<file path="config.mk">
export PLATFORM = sky130hd
export DESIGN_NAME = duty_ramp_multi
export DESIGN_NICKNAME = d
export VERILOG_FILES = /design/src/rtl/duty_ramp_pkg.sv /design/src/rtl/duty_ramp_ch.sv /design/src/rtl/duty_ramp_multi.sv
export SDC_FILE = /design/constraint.sdc
export NUM_CORES = 1
export LEC_CHECK = 0
export CAP_MARGIN = 20
export CORE_MARGIN = 2
export CORE_UTILIZATION = 51
export CTS_CLUSTER_SIZE = 30
export DETAILED_ROUTE_END_ITERATION = 12
export PLACE_DENSITY = 0.77
export SLEW_MARGIN = 20
export SYNTH_ARGS = -nofsm -noshare
export SYNTH_HDL_FRONTEND = slang
export SYNTH_SLANG_ARGS = --single-unit
</file>
<file path="constraint.sdc">
create_clock -name clk -period 3.3 [get_ports clk]
set_input_delay 0.495 -clock clk [delete_from_list [all_inputs] [get_ports clk]]
set_output_delay 0.495 -clock clk [all_outputs]
set_load 0.02 [all_outputs]
</file>
<file path="src/rtl/duty_ramp_pkg.sv">
// Shared types, defaults and parameter legality helper for the multi-channel duty ramp.
package duty_ramp_pkg;

    typedef enum logic [1:0] {
        IDLE = 2'd0,
        UP   = 2'd1,
        HOLD = 2'd2,
        DOWN = 2'd3
    } ramp_state_e;

    localparam int DEF_NCH         = 4;
    localparam int DEF_DW          = 4;
    localparam int DEF_MAX_DUTY    = 10;
    localparam int DEF_PW          = 14;
    localparam int DEF_UP_PERIOD   = 70;
    localparam int DEF_DOWN_PERIOD = 175;
    localparam int DEF_HOLD_PERIOD = 1776;

    function automatic bit params_ok(input int nch, input int dw, input int max_duty,
                                     input int pw, input int up_p, input int dn_p,
                                     input int hold_p);
        longint lim_d;
        longint lim_p;
        lim_d = longint'(1) << dw;
        lim_p = longint'(1) << pw;
        return (nch >= 1) && (dw >= 1) && (pw >= 1) &&
               (max_duty >= 1) && (longint'(max_duty) < lim_d) &&
               (up_p >= 1) && (dn_p >= 1) && (hold_p >= 1) &&
               (longint'(up_p) <= lim_p) && (longint'(dn_p) <= lim_p) &&
               (longint'(hold_p) <= lim_p);
    endfunction

endpackage

</file>
<file path="src/rtl/duty_ramp_ch.sv">
// One duty ramp channel: request edge detect, IDLE/UP/HOLD/DOWN FSM, step timer, duty register.
module duty_ramp_ch
    import duty_ramp_pkg::*;
#(
    parameter int DW          = DEF_DW,
    parameter int MAX_DUTY    = DEF_MAX_DUTY,
    parameter int PW          = DEF_PW,
    parameter int UP_PERIOD   = DEF_UP_PERIOD,
    parameter int DOWN_PERIOD = DEF_DOWN_PERIOD,
    parameter int HOLD_PERIOD = DEF_HOLD_PERIOD
) (
    input  logic          clk,
    input  logic          rst,
    input  logic          start_up,
    input  logic          down,
    output logic [DW-1:0] duty,
    output logic          ready,
    output logic          ready_d,
    output logic          busy
);

    localparam logic [PW-1:0] UP_LD   = PW'(UP_PERIOD - 1);
    localparam logic [PW-1:0] DN_LD   = PW'(DOWN_PERIOD - 1);
    localparam logic [PW-1:0] HOLD_LD = PW'(HOLD_PERIOD - 1);
    localparam logic [DW-1:0] MAX_D   = DW'(MAX_DUTY);

    ramp_state_e   st, st_n;
    logic [PW-1:0] tmr, tmr_n;
    logic [DW-1:0] duty_n, duty_inc, duty_dec;
    logic          prev_up, prev_dn, up_e, dn_e, expired;
    logic          ready_n, ready_d_n;

    assign up_e     = start_up & ~prev_up;
    assign dn_e     = down & ~prev_dn;
    assign expired  = (tmr == '0);
    assign duty_inc = duty + DW'(1);
    assign duty_dec = duty - DW'(1);
    assign busy     = (st != IDLE);

    always_comb begin
        st_n      = st;
        tmr_n     = tmr;
        duty_n    = duty;
        ready_n   = 1'b0;
        ready_d_n = 1'b0;
        case (st)
            IDLE: begin
                if (up_e) begin
                    if (duty < MAX_D) begin st_n = UP;   tmr_n = UP_LD;   end
                    else              begin st_n = HOLD; tmr_n = HOLD_LD; end
                end else if (dn_e && duty != '0) begin
                    st_n  = DOWN;
                    tmr_n = DN_LD;
                end
            end
            UP, HOLD: begin
                if (dn_e) begin
                    // Reversal straight after leaving 0 has nothing to ramp down; no pulse.
                    if (duty != '0) begin st_n = DOWN; tmr_n = DN_LD; end
                    else            begin st_n = IDLE; tmr_n = DN_LD; end
                end else if (!expired) begin
                    tmr_n = tmr - PW'(1);
                end else if (st == UP) begin
                    duty_n = duty_inc;
                    tmr_n  = UP_LD;
                    if (duty_inc == MAX_D) begin st_n = HOLD; tmr_n = HOLD_LD; end
                end else begin
                    ready_n = 1'b1;
                    st_n    = IDLE;
                    tmr_n   = HOLD_LD;
                end
            end
            DOWN: begin
                if (up_e) begin
                    // Reversal before the first down step is already at MAX: hold, never overshoot.
                    if (duty < MAX_D) begin st_n = UP;   tmr_n = UP_LD;   end
                    else              begin st_n = HOLD; tmr_n = HOLD_LD; end
                end else if (!expired) begin
                    tmr_n = tmr - PW'(1);
                end else begin
                    duty_n = duty_dec;
                    tmr_n  = DN_LD;
                    if (duty_dec == '0) begin
                        ready_d_n = 1'b1;
                        st_n      = IDLE;
                    end
                end
            end
            default: st_n = IDLE;
        endcase
    end

    always_ff @(posedge clk) begin
        if (rst) begin
            st      <= IDLE;
            tmr     <= '0;
            duty    <= '0;
            ready   <= 1'b0;
            ready_d <= 1'b0;
            prev_up <= 1'b0;
            prev_dn <= 1'b0;
        end else begin
            st      <= st_n;
            tmr     <= tmr_n;
            duty    <= duty_n;
            ready   <= ready_n;
            ready_d <= ready_d_n;
            prev_up <= start_up;
            prev_dn <= down;
        end
    end

endmodule

</file>
<file path="src/rtl/duty_ramp_multi.sv">
// NCH independent duty ramp channels; the top only fans requests out and packs the results.
module duty_ramp_multi
    import duty_ramp_pkg::*;
#(
    parameter int NCH         = DEF_NCH,
    parameter int DW          = DEF_DW,
    parameter int MAX_DUTY    = DEF_MAX_DUTY,
    parameter int PW          = DEF_PW,
    parameter int UP_PERIOD   = DEF_UP_PERIOD,
    parameter int DOWN_PERIOD = DEF_DOWN_PERIOD,
    parameter int HOLD_PERIOD = DEF_HOLD_PERIOD
) (
    input  logic              clk,
    input  logic              rst,
    input  logic [NCH-1:0]    start_up,
    input  logic [NCH-1:0]    down,
    output logic [NCH*DW-1:0] duty_cycle,
    output logic [NCH-1:0]    ready,
    output logic [NCH-1:0]    ready_d,
    output logic [NCH-1:0]    busy
);

    if (!params_ok(NCH, DW, MAX_DUTY, PW, UP_PERIOD, DOWN_PERIOD, HOLD_PERIOD)) begin : g_bad_params
        $error("duty_ramp_multi: illegal parameter combination");
    end

    logic [NCH-1:0][DW-1:0] duty_arr;

    assign duty_cycle = duty_arr;

    for (genvar i = 0; i < NCH; i++) begin : g_ch
        duty_ramp_ch #(
            .DW          (DW),
            .MAX_DUTY    (MAX_DUTY),
            .PW          (PW),
            .UP_PERIOD   (UP_PERIOD),
            .DOWN_PERIOD (DOWN_PERIOD),
            .HOLD_PERIOD (HOLD_PERIOD)
        ) u_ch (
            .clk      (clk),
            .rst      (rst),
            .start_up (start_up[i]),
            .down     (down[i]),
            .duty     (duty_arr[i]),
            .ready    (ready[i]),
            .ready_d  (ready_d[i]),
            .busy     (busy[i])
        );
    end

endmodule

</file>
==> metrics.cfg, run 1 <==
[sta]
slew_headroom_pct=47.8
max_freq_mhz=345
finalCriticalPeriod_ns=2.90
slew_violations=0
clock_skew_ns=0.00895
finalHoldViolCount=0
grt_setup_unrepaired=false
setup_violations=0
tightest_slew_ns=0.780
fin_crit_sh_pct=87.8
tns_ns=0

[critical_path]
path_max_fanout=6
rr_worst_depth=7
reg2reg_from=g_ch[0].u_ch.tmr[0]$_SDFFE_PP0P_
r2r-end=g_ch[0].u_ch.duty[3]$_SDFFE_PP0P_
start_kind=flop
cp.required_ns=3.59
critical_path_arrival_ns=3.19
r2r_setup_slack_ns=0.40
worst-setup-path-type=flop to flop
endpoint_kind=flop

[placement]
place_inst=986
gp_congestion=0.910
io_buffers=37
place_hpwl_um=9890

[floorplanning]
die_x_um=116
io_pins=38
rows=40
core-area_um2=12100
dieArea_um2=13400
fp.dieH_um=116
start_util_pct=52.7

[synthesis]
synth_adder_area_share_pct=6.30
netlist_area_um2=6350
ys_seq_area_share_pct=30.3
ys_types=68
muxShareOfSynthArea_pct=1.63
synthesis.nets=862
synth_simple_gate_area_share_pct=26.9
synth_compound_area_share_pct=22.5
ys_warn_count=0
ys_ff_latch=96
synthArstFlopShare_pct=0
synth_edf_count=0
synth-main-ff-cell=dfxtp_1
synth_xor_xnor_area_share_pct=6.48
synth.avg_cell_area_um2=7.75
syn_inst=820
synth_top_family_by_area=simple AND/OR/NAND/NOR gates

[layout]
area_growth_pct=11.6
diodes=0
final_cell_mix=96 x dfxtp_1, 92 x nor2_1, 71 x nand2_1
layout.nets=871
layout_commonest_cell=dfxtp_1
final_cells=1002
drive_above_1_share_pct=6.35

[cts]
cts_tree=yes
ctsResizeCount=0
clock_sinks=96
cts_hold_buffers=0
cts_max_level=3
postCtsSetupRepairBufs=0
clk_latency_ns=0.36
path_clk_slew_ns=0.07
cts_root_buffer=clkbuf_16
cts_buffer_depth=2
numCtsBuffers=9

[power_and_ir_drop]
leakagePower_nw=2.63
peakVddDrop_mv=0.423
power.density_nw_per_um2=934

[routing]
drtIter0Drc=332
vias_per_cell=5.81
wl_met1_um=6980
top_layer=met4
drt_wl_total_um=14200
met2_length_um=6300
wire_per_inst_um=14.2
met3_length_um=720
dr.pass1.iters=7
ant_nets=0
drcViolationCount=0
vias=5821

[min_path]
min-delay-path-class=flop to flop
min_to=g_ch[2].u_ch.st[1]$_SDFFE_PP0P_
min_from=g_ch[2].u_ch.st[1]$_SDFFE_PP0P_
min_path_cells=2

[global_route]
grt_overflow=0
antenna_found_initial=0
gr-usage-all-layers_pct=22.6
grt_pass1_wl_um=24900
grt_pass1_vias=5289
grt_start_max_net_pins=30

[outcome]
status=finished clean

[flow_run]
maxCapViolations=0

==> worst max-delay path, stage by stage (launching register included) <==
cell     delay (ns)
dfxtp_1        0.36
inv_1          0.07
ha_1           0.24
or4b_2         0.64
or4_1          0.56
or3_1          0.46
or3_1          0.36
a21oi_1        0.14
==> cell type report <==
cell class / instances / area (um2)
well taps: 168 / 210
repair buffers: 50 / 463
multi-input cells: 636 / 4060
inverters: 36 / 135
fillers: 1109 / 4970
clock inverters: 4 / 53.8
clock buffers: 12 / 246
flip-flops and latches: 96 / 1920
==> registers in the layout, indices dropped and copies added, names as in the netlist <==
name               cells
g_ch.u_ch.duty        16
g_ch.u_ch.tmr         56
g_ch.u_ch.ready        4
g_ch.u_ch.st           8
g_ch.u_ch.ready_d      4
g_ch.u_ch.prev_dn      4
g_ch.u_ch.prev_up      4
==> cell families (layout without fill, tap and decap cells) <==
kind of cell               after synthesis  count (layout)
buffers and inverters                   88             102
DFF                                     96              96
adders and majority gates               32              32
muxes                                   10              10
and+or+nand+nor                        337             337
xor gates and xnor gates                47              47
AOI/OAI and AO/OA                      210             210
==> cells in the mapped netlist (5+ instances only) <==
library cell  number  area, um2
nand3_1           20        100
or2_2              8       50.1
o31ai_1            9       67.6
o21a_1            10       75.1
inv_1             36        135
xnor2_1           28        245
nand2b_1          12       75.1
mux2i_1            7       70.1
nor2b_1           18        113
nor2_1            92        345
a211oi_1           6       45.0
a21oi_1           46        230
clkbuf_1          36        135
a31oi_1           13       81.3
o21ai_0           50        250
and2_1             8       50.1
xor2_1            19        166
nor4_1            20        125
ha_1              32        400
buf_4             12       90.1
nand2_1           71        267
or3_1             11       68.8
nand3b_1           6       45.0
dfxtp_1           96       1920
nor3_1            35        175
o211ai_1           5       37.5
o22ai_1            5       31.3
a21o_1             5       37.5
a22oi_1            5       37.5
or4_1             10       75.1
o221a_2            5       56.3
==> layer usage <==
metal  track usage (%)  vias to the layer above
li1                  -                     2966
met1              31.4                     2679
met2              34.9                      160
met3              4.71                       16
met4              7.39                        0
met5                 0                        -
==> power by group <==
part           internal (mW)  leakage (nW)  total, mW  switching [mW]
clock network          0.610         0.139       1.08           0.466
logic                   1.57          1.71       3.74            2.17
registers               1.45         0.785       1.80           0.344
==> through the flow <==
step	hold WS, ns	setup WS (ns)	utilization (%)	total power, mW	cell area (um2)
6_report	0.487	0.403	58.8	6.62	7090
5_1_grt	0.526	0.262	58.8	7.21	7090
4_1_cts	0.488	0.435	58.7	6.59	7080
3_5_place_dp	0.475	0.461	56.2	5.48	6780
3_3_place_gp	0.464	0.510	56.2	5.44	6780
2_1_floorplan	0.443	0.591	-	4.67	6350
==> worst max-delay path by stage <==
stage / cells past startpoint / end / startpoint
after floorplan: 7 / g_ch[0].u_ch.duty[3]$_SDFFE_PP0P_ / g_ch[0].u_ch.tmr[0]$_SDFFE_PP0P_
after global placement: 7 / g_ch[0].u_ch.duty[3]$_SDFFE_PP0P_ / g_ch[0].u_ch.tmr[0]$_SDFFE_PP0P_
after detailed placement: 7 / g_ch[0].u_ch.duty[3]$_SDFFE_PP0P_ / g_ch[0].u_ch.tmr[0]$_SDFFE_PP0P_
after CTS: 7 / g_ch[0].u_ch.duty[3]$_SDFFE_PP0P_ / g_ch[0].u_ch.tmr[0]$_SDFFE_PP0P_
after global routing: 7 / g_ch[0].u_ch.duty[3]$_SDFFE_PP0P_ / g_ch[0].u_ch.tmr[0]$_SDFFE_PP0P_
final: 7 / g_ch[0].u_ch.duty[3]$_SDFFE_PP0P_ / g_ch[0].u_ch.tmr[0]$_SDFFE_PP0P_
Power figures use the tool's default switching activity.
==> run 2, diff against run 1 <==
Settings changed: CORE_ASPECT_RATIO from default to 1.25, SKIP_LAST_GASP from default to 1, SYNTH_HIERARCHICAL from default to 1.
==> run 2 against run 1 <==
Compared with the run above: clock power is 10% lower; sequential share of layout area fell by 0.84 points; flip-flop and latch count unchanged; total power shrank 2.2%; combinational power is essentially flat; highest routed layer unchanged.
==> metrics.cfg, run 2 <==
[routing]
drcViolationCount=0
dr.pass1.iters=7
wire_per_inst_um=14.9
vias_per_cell=6.17
vias=6316
drtIter0Drc=394
drt_wl_total_um=15200
ant_nets=0

[cts]
path_clk_slew_ns=0.07
cts_hold_buffers=0
cts_tree=yes
clk_latency_ns=0.34
cts_max_level=3
postCtsSetupRepairBufs=0
clock_sinks=96
ctsResizeCount=0
cts_root_buffer=clkbuf_16
cts_buffer_depth=2
numCtsBuffers=9

[synthesis]
ys_warn_count=6
ys_ff_latch=96
synthesis.nets=896
synth_edf_count=0
synthTopCellsByArea=dfxtp_1 29%, ha_1 6.4%, nor2_1 4.5%, nand2_1 3.7%, a21oi_1 3.5%
yosysTopAreaCell=dfxtp_1
synth.avg_cell_area_um2=7.82
ys_types=83
netlist.area_leader.share_pct=28.8
synthArstFlopShare_pct=0
synth-main-ff-cell=dfxtp_1
synth.most_common_cell=dfxtp_1
netlist_area_um2=6660
ys_seq_area_share_pct=28.8
ys_top_cells_by_count=96 x dfxtp_1, 80 x nor2_1, 65 x nand2_1, 46 x a21oi_1, 41 x clkbuf_1
syn_inst=852

[floorplanning]
io_pins=38
start_util_pct=52.4
core-area_um2=12700
fp.dieH_um=132
die_x_um=106
dieArea_um2=14000
rows=46

[sta]
tns_ns=0
fin_crit_sh_pct=79.9
finalHoldViolCount=0
setup_violations=0
max_freq_mhz=379
slew_violations=0
setup_ws_ns=0.663
grt_setup_unrepaired=false
tightest_slew_ns=0.865
clock_skew_ns=0.00727
finalCriticalPeriod_ns=2.64
slew_headroom_pct=42.4
whs_ns=0.495

[power_and_ir_drop]
switchingPower_mw=3.03
seq_power_share_pct=26.8
power_frac_comb_pct=58.3
netSwitchingFraction_pct=46.8
clockPowerShare_pct=14.9
power_mw=6.47
p_int_mw=3.44
leakagePower_nw=2.60
power.density_nw_per_um2=885
peakVddDrop_mv=0.373

[global_route]
grt_start_max_net_pins=46
gr-usage-all-layers_pct=21.5
grt_pass1_wl_um=25800
antenna_found_initial=0
grt_pass1_vias=5750
grt_overflow=0

[outcome]
status=finished clean

[placement]
place_hpwl_um=10800
io_buffers=37
gp_congestion=0.866
pre_cts_ws_ns=0.695

[critical_path]
cpMaxStageDelayCell=or4b_2
worst-setup-path-type=flop to flop
crit_chain=inv_1 -> ha_1 -> or4b_2 -> or4_4 -> a221o_1 -> or3_1 -> a21oi_1
critical_path_arrival_ns=2.91
start_kind=flop
cp_slowest_stage_delay_ns=0.63
endpoint_kind=flop
path_max_fanout=9
cp.required_ns=3.57

[layout]
largest_reg_flops=56
drive_above_1_share_pct=5.85
layout_commonest_cell=dfxtp_1
area_growth_pct=9.80
final_cell_mix=96 x dfxtp_1, 80 x nor2_1, 65 x nand2_1
layout.nets=895
finalCoreUtilization_pct=57.5
top_register=g_ch.u_ch/tmr
diodes=0
biggestRegsByFlops=g_ch.u_ch/tmr (56), g_ch.u_ch/duty (16), g_ch.u_ch/st (8)

[flow_run]
maxCapViolations=0

[min_path]
min-delay-path-class=flop to flop

run 2: critical path, delay by kind of cell (launching register included):
family,cells,cell delay [ns]
AO/OA/AOI/OAI,2,0.51
adder cells (fa/ha/maj),1,0.13
buffers and inverters,1,0.10
flip-flops,1,0.35
AND/OR/NAND/NOR,3,1.49
run 2: area by class of cell:
class / instances / area (um2)
flip-flops and latches: 96 / 1920
inverters: 38 / 143
fillers: 1207 / 5400
repair buffers: 42 / 403
well taps: 168 / 210
clock inverters: 4 / 31.3
multi-input cells: 664 / 4360
clock buffers: 11 / 243
run 2: through the flow:
| step | area [um2] | cells |
|---|---|---|
| 2_1_floorplan | 6660 | 852 |
| 4_1_cts | 7320 | 1023 |
| 5_1_grt | 7320 | 1023 |
| 3_3_place_gp | 7040 | 1008 |
| 3_5_place_dp | 7040 | 1008 |
| 6_report | 7320 | 1023 |
run 2: final timing paths:
path                                    startpoint                                 to  slack, ns  cells past startpoint
hold / removal    g_ch[2].u_ch/tmr[0]$_SDFFE_PP0N_   g_ch[2].u_ch/tmr[0]$_SDFFE_PP0N_       0.49                      2
setup / recovery  g_ch[0].u_ch/tmr[0]$_SDFFE_PP0N_  g_ch[0].u_ch/duty[2]$_SDFFE_PP0P_       0.66                      7
hold reg to reg   g_ch[2].u_ch/tmr[0]$_SDFFE_PP0N_   g_ch[2].u_ch/tmr[0]$_SDFFE_PP0N_       0.49                      2
setup reg to reg  g_ch[0].u_ch/tmr[0]$_SDFFE_PP0N_  g_ch[0].u_ch/duty[2]$_SDFFE_PP0P_       0.66                      7
run 2: power by group through the flow:
stage          sequential, mW  clock (mW)  combinational [mW]
2_1_floorplan            1.69           0                3.07
3_3_place_gp             1.75           0                3.69
3_5_place_dp             1.75           0                3.72
4_1_cts                  1.73       0.995                3.74
5_1_grt                  1.78        1.04                4.18
6_report                 1.73       0.967                3.77
run 2: cells by family (layout without fill, tap and decap cells):
logic type	Yosys count	in the layout	synth area share [%]
AO/OA/AOI/OAI	232	232	23.1
XOR/XNOR	36	36	4.73
adder cells (fa/ha/maj)	34	34	6.39
buffers and inverters	92	95	5.65
flip-flops	96	96	28.8
multiplexers	10	10	1.56
AND/OR/NAND/NOR	352	352	29.7
run 2: per-layer routing:
| layer | vias up | track usage, % | share of wire, % |
|---|---|---|---|
| met2 | 193 | 35.8 | 48 |
| met5 | - | 0 | 0 |
| met4 | 0 | 8.33 | 1.8 |
| met1 | 2955 | 27.8 | 45 |
| li1 | 3134 | - | - |
| met3 | 34 | 3.31 | 5.0 |
==> run 3, diff against run 2 <==
Settings changed: PLACE_DENSITY 0.77 to 0.8.
Clock period 3.3 ns to 2.3 ns, I/O delays scaled along.
==> run 3 against run 2 <==
Compared with the run above: global-route usage increased by 1.6 points; total power is 62% higher; register-to-register slack worse by 0.65 ns; die area did not move; final area grew 8.9%; clock skew up 0.0034 ns; final cell count increased by 6.7%; sequential share of layout area down 2.0 points; worst hold slack lost 0.013 ns.
==> metrics.cfg, run 3 (synthesized netlist as in run 2, its figures left out) <==
[outcome]
status=finished clean

[routing]
drtIter0Drc=553
ant_nets=0
vias=6569
vias_per_cell=6.02
drt_wl_total_um=16300
wire_per_inst_um=14.9
drcViolationCount=0
dr.pass1.iters=5

[floorplanning]
io_pins=38
fp.dieH_um=132
dieArea_um2=14000
die_x_um=106
rows=46
start_util_pct=52.4
core-area_um2=12700

[sta]
clock_skew_ns=0.0107
finalHoldViolCount=0
slew_violations=0
slew_headroom_pct=60.4
setup_violations=0
tightest_slew_ns=0.588
finalCriticalPeriod_ns=2.29
grt_setup_unrepaired=true
fin_crit_sh_pct=99.5
max_freq_mhz=437

[placement]
io_buffers=37
gp_congestion=0.918
place_inst=1073
place_hpwl_um=11800

[critical_path]
r2r_setup_slack_ns=0.01
r2r-end=g_ch[0].u_ch/duty[2]$_SDFFE_PP0P_
critical_path_arrival_ns=2.57
reg2reg_from=g_ch[0].u_ch/tmr[0]$_SDFFE_PP0N_
endpoint_kind=flop
start_kind=flop
worst-setup-path-type=flop to flop
cp.required_ns=2.58
rr_worst_depth=7
path_max_fanout=4

[power_and_ir_drop]
peakVddDrop_mv=0.945
seq_power_share_pct=23.0
leakagePower_nw=2.99
clockPowerShare_pct=14.8
power_frac_comb_pct=62.1
power.density_nw_per_um2=1320
p_int_mw=5.80
switchingPower_mw=4.71
power_mw=10.5
netSwitchingFraction_pct=44.8

[cts]
cts_root_buffer=clkbuf_16
clk_latency_ns=0.35
clock_sinks=96
path_clk_slew_ns=0.07
numCtsBuffers=9
cts_max_level=3
cts_tree=yes
cts_buffer_depth=2

[flow_run]
maxCapViolations=0

[layout]
layout_commonest_cell=dfxtp_1
drive_above_1_share_pct=15.3
area_growth_pct=19.5
diodes=0
top_register=g_ch.u_ch/tmr
final_cell_mix=89 x dfxtp_1, 80 x nor2_1, 72 x buf_4
finalCoreUtilization_pct=62.6
fill_cells=1096
final_cells=1092
biggestRegsByFlops=g_ch.u_ch/tmr (56), g_ch.u_ch/duty (16), g_ch.u_ch/st (8)
largest_reg_flops=56
layout.nets=963

[min_path]
min_to=g_ch[3].u_ch/duty[2]$_SDFFE_PP0P_
min_path_cells=2
min-delay-path-class=primary input to flop
min_from=rst

[global_route]
grt_overflow=0
grt_pass1_vias=6125
grt_start_max_net_pins=30
antenna_found_initial=0
grt_pass1_wl_um=27500
gr-usage-all-layers_pct=23.1

[run 3: critical path, cell delays in order (launching register included)]
cell     delay (ns)
dfxtp_2        0.32
inv_2          0.05
ha_1           0.12
or4b_4         0.46
or4_4          0.51
a221o_1        0.32
or3_1          0.32
a21oi_1        0.12
[run 3: area by class of cell]
cell class,count,area (um2),area share [%]
inverter,38,143,1.79
sequential,96,1930,24.3
multi-input combinational,664,4450,55.9
clock buffer,10,239,3.00
clock inverter,6,71.3,0.896
timing repair buffer,110,917,11.5
tap,168,210,2.64
[run 3: power by group through the flow]
stage               Sequential, mW  Clock, mW  Combinational [mW]
floorplan                     2.44          0                4.45
global placement              2.43          0                6.12
detailed placement            2.45          0                6.18
CTS                           2.41       1.59                6.27
global route                  2.48       1.65                7.17
finish                        2.42       1.56                6.53
[run 3: repair_timing]
item,CTS,global route
endpoints found under the setup margin,6,28
setup buffers,0,3
hold buffers,0,0
pin swaps,1,6
gates resized for setup,3,15
[run 3: per-layer routing]
layer  GRT usage, %  wire, um  part of all wire (%)  up-vias
li1               -         -                     -     3264
met1           28.6      7090                    43     3065
met2           40.2      8210                    50      213
met3           3.21       751                   4.6       27
met4           8.92       251                   1.5        0
met5              0         0                     0        -
[run 3: worst max path at each step]
stage,from,endpoint,slack [ns],cells past startpoint
finish,g_ch[0].u_ch/tmr[0]$_SDFFE_PP0N_,g_ch[0].u_ch/duty[2]$_SDFFE_PP0P_,0.01,7
CTS,g_ch[2].u_ch/tmr[1]$_SDFFE_PP0N_,g_ch[2].u_ch/duty[2]$_SDFFE_PP0P_,-0.02,7
floorplan,g_ch[0].u_ch/tmr[0]$_SDFFE_PP0N_,g_ch[0].u_ch/duty[2]$_SDFFE_PP0P_,-0.12,8
detailed placement,g_ch[2].u_ch/tmr[1]$_SDFFE_PP0N_,g_ch[2].u_ch/duty[3]$_SDFFE_PP0P_,-0.02,7
global route,g_ch[0].u_ch/tmr[1]$_SDFFE_PP0N_,g_ch[0].u_ch/duty[2]$_SDFFE_PP0P_,-0.06,7
global placement,down[2],g_ch[2].u_ch/st[1]$_SDFFE_PP0P_,0.008,6
[run 3: per-stage QoR]
stage	cell area, um2	TNS (ns)	setup WS (ns)	hold slack, ns
after global routing	7960	-0.263	-0.0612	0.518
after detailed placement	7550	-0.0552	-0.0234	0.481
after global placement	7550	0	0.00755	0.473
final	7960	0	0.0120	0.482
after CTS	7870	-0.0554	-0.0202	0.471
after floorplan	6680	-0.188	-0.121	0.417
